## src/rtl/seq_stream_pkg.sv

```systemverilog
// Types shared by the serial stream feeding seq_detector.
package seq_stream_pkg;

  localparam int SER_WIDTH_DEFAULT = 32;
  localparam int SER_LEN_W_DEFAULT = $clog2(SER_WIDTH_DEFAULT + 1);

  typedef enum logic [0:0] {
    IDLE  = 1'b0,
    SHIFT = 1'b1
  } ser_state_t;

  typedef struct packed {
    logic [SER_WIDTH_DEFAULT-1:0] data;
    logic [SER_LEN_W_DEFAULT-1:0] len;
  } ser_word_t;

endpackage

```

## src/rtl/bit_serializer.sv

```systemverilog
// MSB-first parallel-to-serial converter; a one-word holding register lets
// consecutive words stream with no idle cycle between them.
module bit_serializer
  import seq_stream_pkg::*;
#(
  parameter int WIDTH = SER_WIDTH_DEFAULT,
  parameter int LEN_W = $clog2(WIDTH + 1)
) (
  input  logic             clk,
  input  logic             reset,
  input  logic             s_valid,
  output logic             s_ready,
  input  logic [WIDTH-1:0] s_data,
  input  logic [LEN_W-1:0] s_len,
  input  logic             stall,
  output logic             out,
  output logic             out_valid,
  output logic             last,
  output logic             busy,
  output logic             err_len
);

  ser_state_t       state_q, state_d;
  logic [WIDTH-1:0] shift_q, shift_d;
  logic [LEN_W-1:0] cnt_q, cnt_d;
  ser_word_t        hold_q, hold_d;
  logic             hold_full_q, hold_full_d;
  logic             out_q, out_d;
  logic             out_valid_q, out_valid_d;
  logic             last_q, last_d;
  logic             busy_q, busy_d;
  logic             err_len_q, err_len_d;

  ser_word_t        in_word_s;
  ser_word_t        load_word_s;
  logic             accept_s;
  logic             legal_s;
  logic             load_s;
  logic             step_s;
  logic             advance_s;

  // Left-align a word so its first bit sits at the shifter MSB; bits at and
  // above len fall off the top.
  function automatic logic [WIDTH-1:0] align_word(input ser_word_t w);
    logic [WIDTH-1:0] d;
    logic [LEN_W-1:0] l;
    d = WIDTH'(w.data);
    l = LEN_W'(w.len);
    return d << (LEN_W'(WIDTH) - l);
  endfunction

  assign s_ready   = !hold_full_q && !reset;
  assign accept_s  = s_valid && s_ready;
  assign legal_s   = (s_len != {LEN_W{1'b0}}) && (s_len <= LEN_W'(WIDTH));
  assign in_word_s = '{data: SER_WIDTH_DEFAULT'(s_data), len: SER_LEN_W_DEFAULT'(s_len)};

  assign out       = out_q;
  assign out_valid = out_valid_q;
  assign last      = last_q;
  assign busy      = busy_q;
  assign err_len   = err_len_q;

  // State register: shifter holds the bit on display at its MSB.
  always_ff @(posedge clk) begin
    if (reset) begin
      state_q     <= IDLE;
      shift_q     <= {WIDTH{1'b0}};
      cnt_q       <= {LEN_W{1'b0}};
      hold_q      <= {$bits(ser_word_t){1'b0}};
      hold_full_q <= 1'b0;
      out_q       <= 1'b0;
      out_valid_q <= 1'b0;
      last_q      <= 1'b0;
      busy_q      <= 1'b0;
      err_len_q   <= 1'b0;
    end else begin
      state_q     <= state_d;
      shift_q     <= shift_d;
      cnt_q       <= cnt_d;
      hold_q      <= hold_d;
      hold_full_q <= hold_full_d;
      out_q       <= out_d;
      out_valid_q <= out_valid_d;
      last_q      <= last_d;
      busy_q      <= busy_d;
      err_len_q   <= err_len_d;
    end
  end

  // Next state: load, step or park the shifter and fill/drain the holding slot.
  always_comb begin
    state_d     = state_q;
    hold_d      = hold_q;
    hold_full_d = hold_full_q;
    load_s      = 1'b0;
    step_s      = 1'b0;
    load_word_s = in_word_s;
    case (state_q)
      IDLE: begin
        if (accept_s && legal_s) begin
          load_s = 1'b1;
        end else begin
          load_s = 1'b0;
        end
      end
      SHIFT: begin
        if (stall || (cnt_q != LEN_W'(1))) begin
          step_s = !stall;
          if (accept_s && legal_s) begin
            hold_d      = in_word_s;
            hold_full_d = 1'b1;
          end else begin
            hold_full_d = hold_full_q;
          end
        end else if (hold_full_q) begin
          load_s      = 1'b1;
          load_word_s = hold_q;
          hold_full_d = 1'b0;
        end else if (accept_s && legal_s) begin
          load_s = 1'b1;
        end else begin
          state_d = IDLE;
        end
      end
      default: begin
        state_d = IDLE;
      end
    endcase

    if (load_s) begin
      state_d = SHIFT;
      shift_d = align_word(load_word_s);
      cnt_d   = LEN_W'(load_word_s.len);
    end else if (step_s) begin
      shift_d = {shift_q[WIDTH-2:0], 1'b0};
      cnt_d   = cnt_q - LEN_W'(1);
    end else begin
      shift_d = shift_q;
      cnt_d   = cnt_q;
    end
    advance_s = load_s || step_s;
  end

  // Output decode from next state; a frozen shifter keeps its MSB on out.
  always_comb begin
    out_valid_d = advance_s;
    out_d       = (state_d == SHIFT) ? shift_d[WIDTH-1] : 1'b0;
    last_d      = (state_d == SHIFT) && (cnt_d == LEN_W'(1));
    busy_d      = (state_d == SHIFT) || hold_full_d;
    err_len_d   = accept_s && !legal_s;
  end

endmodule

```

## config.mk

```make
export PLATFORM = sky130hd
export DESIGN_NAME = bit_serializer
export DESIGN_NICKNAME = d
export VERILOG_FILES = /design/src/rtl/seq_stream_pkg.sv /design/src/rtl/bit_serializer.sv
export SDC_FILE = /design/constraint.sdc
export NUM_CORES = 1
export LEC_CHECK = 0
export CAP_MARGIN = 15
export CELL_PAD_IN_SITES_DETAIL_PLACEMENT = 1
export CELL_PAD_IN_SITES_GLOBAL_PLACEMENT = 1
export CORE_MARGIN = 1.5
export CORE_UTILIZATION = 47
export CTS_BUF_LIST = sky130_fd_sc_hd__clkbuf_4
export DETAILED_ROUTE_END_ITERATION = 10
export MAX_ROUTING_LAYER = met4
export PLACE_DENSITY = 0.79
export SLEW_MARGIN = 5
export SYNTH_ARGS = -nofsm -noshare
export SYNTH_HDL_FRONTEND = slang
export SYNTH_SLANG_ARGS = --single-unit
```

## constraint.sdc

```tcl
create_clock -name clk -period 6 [get_ports clk]
set_input_delay 1.2 -clock clk [delete_from_list [all_inputs] [get_ports clk]]
set_output_delay 1.2 -clock clk [all_outputs]
set_load 0.005 [all_outputs]
```

# --- Word-level counts from Yosys, hierarchy flattened ---
# Index checks and enable logic that the tools add are counted.
classes:
  muxes: 19
  mul: 0
  n_addsub: 2
  bitwise: 2
  n_shift: 1
  magnitude_cmp: 1
  div_mod_pow: 0
  reduce_logical: 17
  n_eq_ne: 2
ops:
  columns: ["cell", "n"]
  rows:
  - ["38-bit 2-to-1 mux", 3]
  - ["32-bit 2-to-1 mux", 2]
  - ["32-bit by 6-bit left shift with 32-bit output", 1]
  - ["6-bit 2-to-1 mux", 2]
  - ["1-bit 2-to-1 mux", 11]
  - ["6-bit by 1-bit equality test with 1-bit output, second input constant", 1]
  - ["6-bit <= comparator, second input constant", 1]
  - ["1-bit logical AND", 6]
  - ["6-bit by 1-bit inequality test with 1-bit output, second input constant", 1]
  - ["6-bit nonzero test", 1]
  - ["6-bit by 1-bit subtractor with 6-bit output, second input constant", 1]
  - ["6-bit subtractor, first input constant", 1]
  - ["1-bit logical NOT", 4]
  - ["1-bit logical OR", 3]
  - ["3-bit AND reduction", 1]
  - ["1-bit inverter", 2]
  - ["1-bit one-hot mux with 2 select lines", 1]
  - ["2-bit nonzero test", 1]
  - ["2-bit OR reduction", 1]
word_totals:
  wordCells: 56
  in_bits: 42
  rom_bits: 0
  regBits: 83
  latchBits: 0
  mem_bits_rw: 0
  n_memories: 0

# --- Longest topological paths before layout ---
depth:
  ltp_word: 11
  depth_mapped: 18
  mapped_depth_nobuf: 13

# --- Worst setup path before layout ---
# OpenSTA, ideal clock, no wires.
synth_timing:
  path_type: "in2reg"
  start: "input stall"
  end: "register shift_q[27]"
  cell_stages: 11
  t_required_ns: 5.878
  setup_time_ns: 0.122
  arrival_ns: 4.597
  setup_slack_ns: 1.281
  path_cell_list: "or4bb_1 > buf_2 > o21ai_1 > a21boi_0 > ha_1 > xor2_1 > mux4_2 > a21oi_1 > mux2i_1 > mux2_2 > a221o_1"
synth_between:
  elab_chain_len: 6
  elab_cells_between_ends: 12
synth_lines:
  columns: ["item", "line", "source"]
  rows:
  - ["from (decl)", "bit_serializer.sv:15", "input logic stall,"]
  - ["1-bit logical OR", "bit_serializer.sv:107", "if (stall || (cnt_q != LEN_W'(1))) begin"]
  - ["38-bit 2-to-1 mux", "bit_serializer.sv:107", null]
  - ["38-bit 2-to-1 mux", "bit_serializer.sv:98", "case (state_q)"]
  - ["6-bit subtractor", "bit_serializer.sv:49", "return d << (LEN_W'(WIDTH) - l);"]
  - ["32-bit by 6-bit left shift with 32-bit output", "bit_serializer.sv:49", null]
  - ["32-bit 2-to-1 mux", "bit_serializer.sv:130", "if (load_s) begin"]
  - ["to (signal assigned)", "bit_serializer.sv:67", "shift_q <= {WIDTH{1'b0}};"]
  - ["to (signal assigned)", "bit_serializer.sv:78", "shift_q <= shift_d;"]
  - ["to (decl)", "bit_serializer.sv:24", "logic [WIDTH-1:0] shift_q, shift_d;"]
# Parallel ways exist; a longest one is shown, timed or not.
# A chain may end at the register's enable or synchronous reset.

# --- Final worst setup path ---
layout_timing:
  start: "input stall"
  end: "register shift_q[0]"
# The elaborated chain is that of the path after synthesis.

==> summary.txt <==
Global routing
  – GR Util met2: 0.493
  – Largest net degree at the start of global routing: 81
  – GRT Total Usage: 0.311
  – Met3 Usage GRT: 0.0459
  – First-pass GRT wire length: 34500 um
  – Initial antenna violation count: 1
  – GR met1 Demand/Resource: 0.402
  – Vias in the first global route: 6107
  – Busiest layer in global routing: met2
  – Total grt overflow: 0

Power
  – Clock share of power: 0.241
  – Net Sw Frac: 0.365
  – P_int: 0.000825 W
  – Sw power: 0.000474 W
  – Part of the power in registers: 0.445
  – Combinational power share: 0.314
  – Leak: 2.63 nW
  – PD cells: 178 nW/um^2
  – Peak supply drop: 0.0836 mV

Routing
  – Vias per cell: 6.38
  – Residual DRC count: 0
  – Post-DR wirelength/cell: 22.8 um
  – Initial DRC Count: 451
  – ANT nets after route: 0
  – Via count: 6063
  – Total length of routed wires: 21700 um
  – Detailed Routing Iterations Pass 1: 5

STA
  – Max Fclk: 201 MHz
  – Final setup vio count: 0
  – Worst Skew: 0.0258 ns
  – Worst-margin pin slew: 0.923 ns
  – Setup_tns: 0 ns
  – Final Cycle Share: 0.830
  – Setup WS post-layout: 1.02 ns
  – Count of final hold-check violations: 0
  – Final-report max-slew violation count: 0
  – Period minus WS final: 4.98 ns
  – RSZ-0062 raised after global routing: false
  – Slew headroom: 0.380

Synthesis
  – Synth Area in Compound Gates: 0.142
  – Mean Syn Cell Area: 8.89 um^2
  – Cells after synthesis: 751
  – Synth unique cells: 71
  – Number of flops mapped to enable cells by yosys: 0
  – Dominant synthesized flop cell: dfxtp_1
  – Syn_nets: 796
  – Seq cells post-synth: 83
  – Yosys warns: 0
  – Cell Area, Synth: 6680 um^2
  – Post-Synth XOR/XNOR Area: 0.0171
  – Register area share after synthesis: 0.249
  – Post-Synth Simple-Gate Area: 0.171
  – Mux cell area share after synthesis: 0.356
  – Largest family of logic cells by synthesized area: multiplexers
  – Adder-cell share of the synthesized area: 0.00562
  – Post-synth ARST share: 0

Hold path
  – WHS Endpoint: shift_q[26]
  – Worst hold path stage count: 2
  – Hold path start: shift_q[26]
  – Hold Path Class: register to register

Floorplanning
  – Die width: 122 um
  – Area of the core: 13900 um^2
  – I/O pins: 48
  – Site Rows: 43
  – Die footprint: 14900 um^2
  – Chip Height: 122 um
  – Effective utilization at floorplan: 0.481

Setup path
  – CP delay by family, top: simple AND/OR/NAND/NOR gates
  – CP max stage cell: nor3_1
  – CP Capture Type: register
  – CP required: 6.43 ns
  – WS Path Type: input port to register
  – Worst EP arrival: 5.41 ns
  – Reg2Reg Setup Slack: 1.45 ns
  – Worst reg2reg path startpoint: hold_full_q
  – Crit-path max FO: 11
  – CP max stage delay: 0.74 ns
  – Startpoint types: input port
  – Crit path buffers/inverters: 1
  – Critical path cell sequence: clkdlybuf4s50_1 > or4bb_1 > o21ai_1 > a21boi_0 > ha_1 > nor3b_1 > xnor2_1 > nor2_1 > a22oi_4 > nor3_1 > nand3_1 > a21oi_1
  – FF-to-FF End: shift_q[0]
  – R2r worst-path depth: 11

Run status
  – Status: complete, no violations

Placed design
  – Buffers on Ports: 47
  – RD Place Congestion: 0.935
  – Dpl cell area: 7180 um^2
  – DP Worst Slack: 0.507 ns
  – DP Cell Count: 934
  – Post-DP HPWL: 15600 um

Clocking
  – Htree depth: 3
  – # resized after CTS: 0
  – CTS buffer count: 9
  – Clk buf depth: 2
  – Post-CTS setup buffer count: 0
  – Worst-Skew Late Latency: 0.51 ns
  – CTS Root Cell: clkbuf_4
  – CTS tree: yes
  – CTS clk-pin slew, worst paths: 0.15 ns
  – CTS Sinks: 83
  – Hold Buf Count CTS: 0

Layout
  – Layout area overhead: 9.24%
  – Fin nets: 810
  – Non-Filler Instances: 951
  – Design area: 7290 um^2
  – Fraction of layout cells with a size suffix above 1: 0.161

Flow run
  – Max cap viols: 0
## cells in the mapped netlist (5+ instances only)
| cell type | count | share of area |
|---|---|---|
| and2_1 | 8 | 0.0075 |
| o22ai_1 | 9 | 0.0084 |
| clkbuf_1 | 24 | 0.013 |
| buf_4 | 5 | 0.0056 |
| xnor2_1 | 8 | 0.010 |
| mux4_2 | 32 | 0.11 |
| buf_2 | 20 | 0.015 |
| dfxtp_1 | 83 | 0.25 |
| a221oi_1 | 6 | 0.0079 |
| nor2_1 | 84 | 0.047 |
| o21ai_0 | 9 | 0.0067 |
| nor4_1 | 5 | 0.0047 |
| nand2_1 | 82 | 0.046 |
| nor2b_1 | 7 | 0.0066 |
| mux2_2 | 34 | 0.057 |
| inv_1 | 12 | 0.0067 |
| nand3_1 | 16 | 0.012 |
| mux2i_1 | 127 | 0.19 |
| buf_1 | 6 | 0.0034 |
| o211ai_1 | 8 | 0.0090 |
| a211oi_1 | 13 | 0.015 |
| buf_6 | 9 | 0.015 |
| a31oi_1 | 5 | 0.0047 |
| xor2_1 | 5 | 0.0066 |
| a21oi_1 | 51 | 0.038 |
| nor3_1 | 11 | 0.0082 |
## worst max-delay path by stage
stage / from / to / cells past startpoint / slack, ns
6_report: stall / shift_q[0] / 12 / 1.02
4_1_cts: stall / shift_q[21] / 12 / 1.06
5_1_grt: stall / shift_q[0] / 12 / 0.70
3_5_place_dp: stall / shift_q[21] / 12 / 0.51
2_1_floorplan: stall / shift_q[27] / 11 / 1.28
3_3_place_gp: stall / shift_q[7] / 12 / 0.75
## kinds of logic (layout without fill, tap and decap cells)
logic type / count (synthesis) / after routing
adder cells (fa/ha/maj): 3 / 3
flip-flops: 83 / 83
multiplexers: 193 / 193
AO/OA/AOI/OAI: 140 / 140
XOR/XNOR: 13 / 13
buffers and inverters: 76 / 95
AND/OR/NAND/NOR: 243 / 243
other: 0 / 1
## worst reg2reg max path: stages, from the launching register on
cell	delay, ns
dfxtp_1	0.47
or4b_1	0.77
o21ai_1	0.34
a21boi_0	0.43
ha_1	0.58
nor3b_1	0.32
xnor2_1	0.17
nor2_1	0.19
a22oi_4	0.15
nor3_1	0.74
nand3_1	0.16
a21oi_1	0.17
## power by group through the flow
stage | registers, W | clock network (W) | logic (W)
6_report | 0.000579 | 0.000313 | 0.000407
5_1_grt | 0.000580 | 0.000344 | 0.000433
4_1_cts | 0.000578 | 0.000321 | 0.000401
3_5_place_dp | 0.000590 | 0 | 0.000397
3_3_place_gp | 0.000589 | 0 | 0.000388
2_1_floorplan | 0.000586 | 0 | 0.000265
## layer usage
layer,vias up,wire (um)
met5,-,0
met4,0,605
met3,37,1140
met2,193,10300
met1,3047,9630
li1,2786,-
## stage by stage
| step | hold WS, ns | utilization | total power (W) |
|---|---|---|---|
| 4_1_cts | 0.482 | 0.525 | 0.00130 |
| 5_1_grt | 0.509 | 0.525 | 0.00136 |
| 3_5_place_dp | 0.455 | 0.517 | 0.000987 |
| 6_report | 0.486 | 0.525 | 0.00130 |
| 3_3_place_gp | 0.452 | 0.517 | 0.000977 |
| 2_1_floorplan | 0.426 | - | 0.000851 |
## flip-flops by register name (all words and copies together), names as in the netlist
register / cells
hold_q: 38
hold_full_q: 1
out_valid: 1
busy: 1
out: 1
err_len: 1
last: 1
cnt_q: 6
state_q: 1
shift_q: 32
## layout make-up
type	instances	area [um^2]
repair buffers	67	611
flip-flops and latches	83	1660
fillers	1652	6590
well taps	180	225
multi-input cells	592	4630
clock buffers	11	82.6
clock inverters	5	30.0
inverters	12	45.0
diodes	1	2.50
## cell usage in the layout, fill, tap and decap left out, drive strengths merged, types with 7 or more instances in the layout
| cell | count |
|---|---|
| nand3 | 16 |
| buf | 22 |
| clkdlybuf4s50 | 45 |
| a21oi | 53 |
| nor3 | 12 |
| xnor2 | 8 |
| mux2 | 34 |
| inv | 12 |
| mux2i | 127 |
| o211ai | 8 |
| o22ai | 9 |
| nor2b | 7 |
| a211oi | 13 |
| mux4 | 32 |
| dfxtp | 83 |
| clkbuf | 11 |
| nor2 | 86 |
| o21ai | 12 |
| nand2 | 83 |
| and2 | 8 |
(Power assumes the default switching activity.)
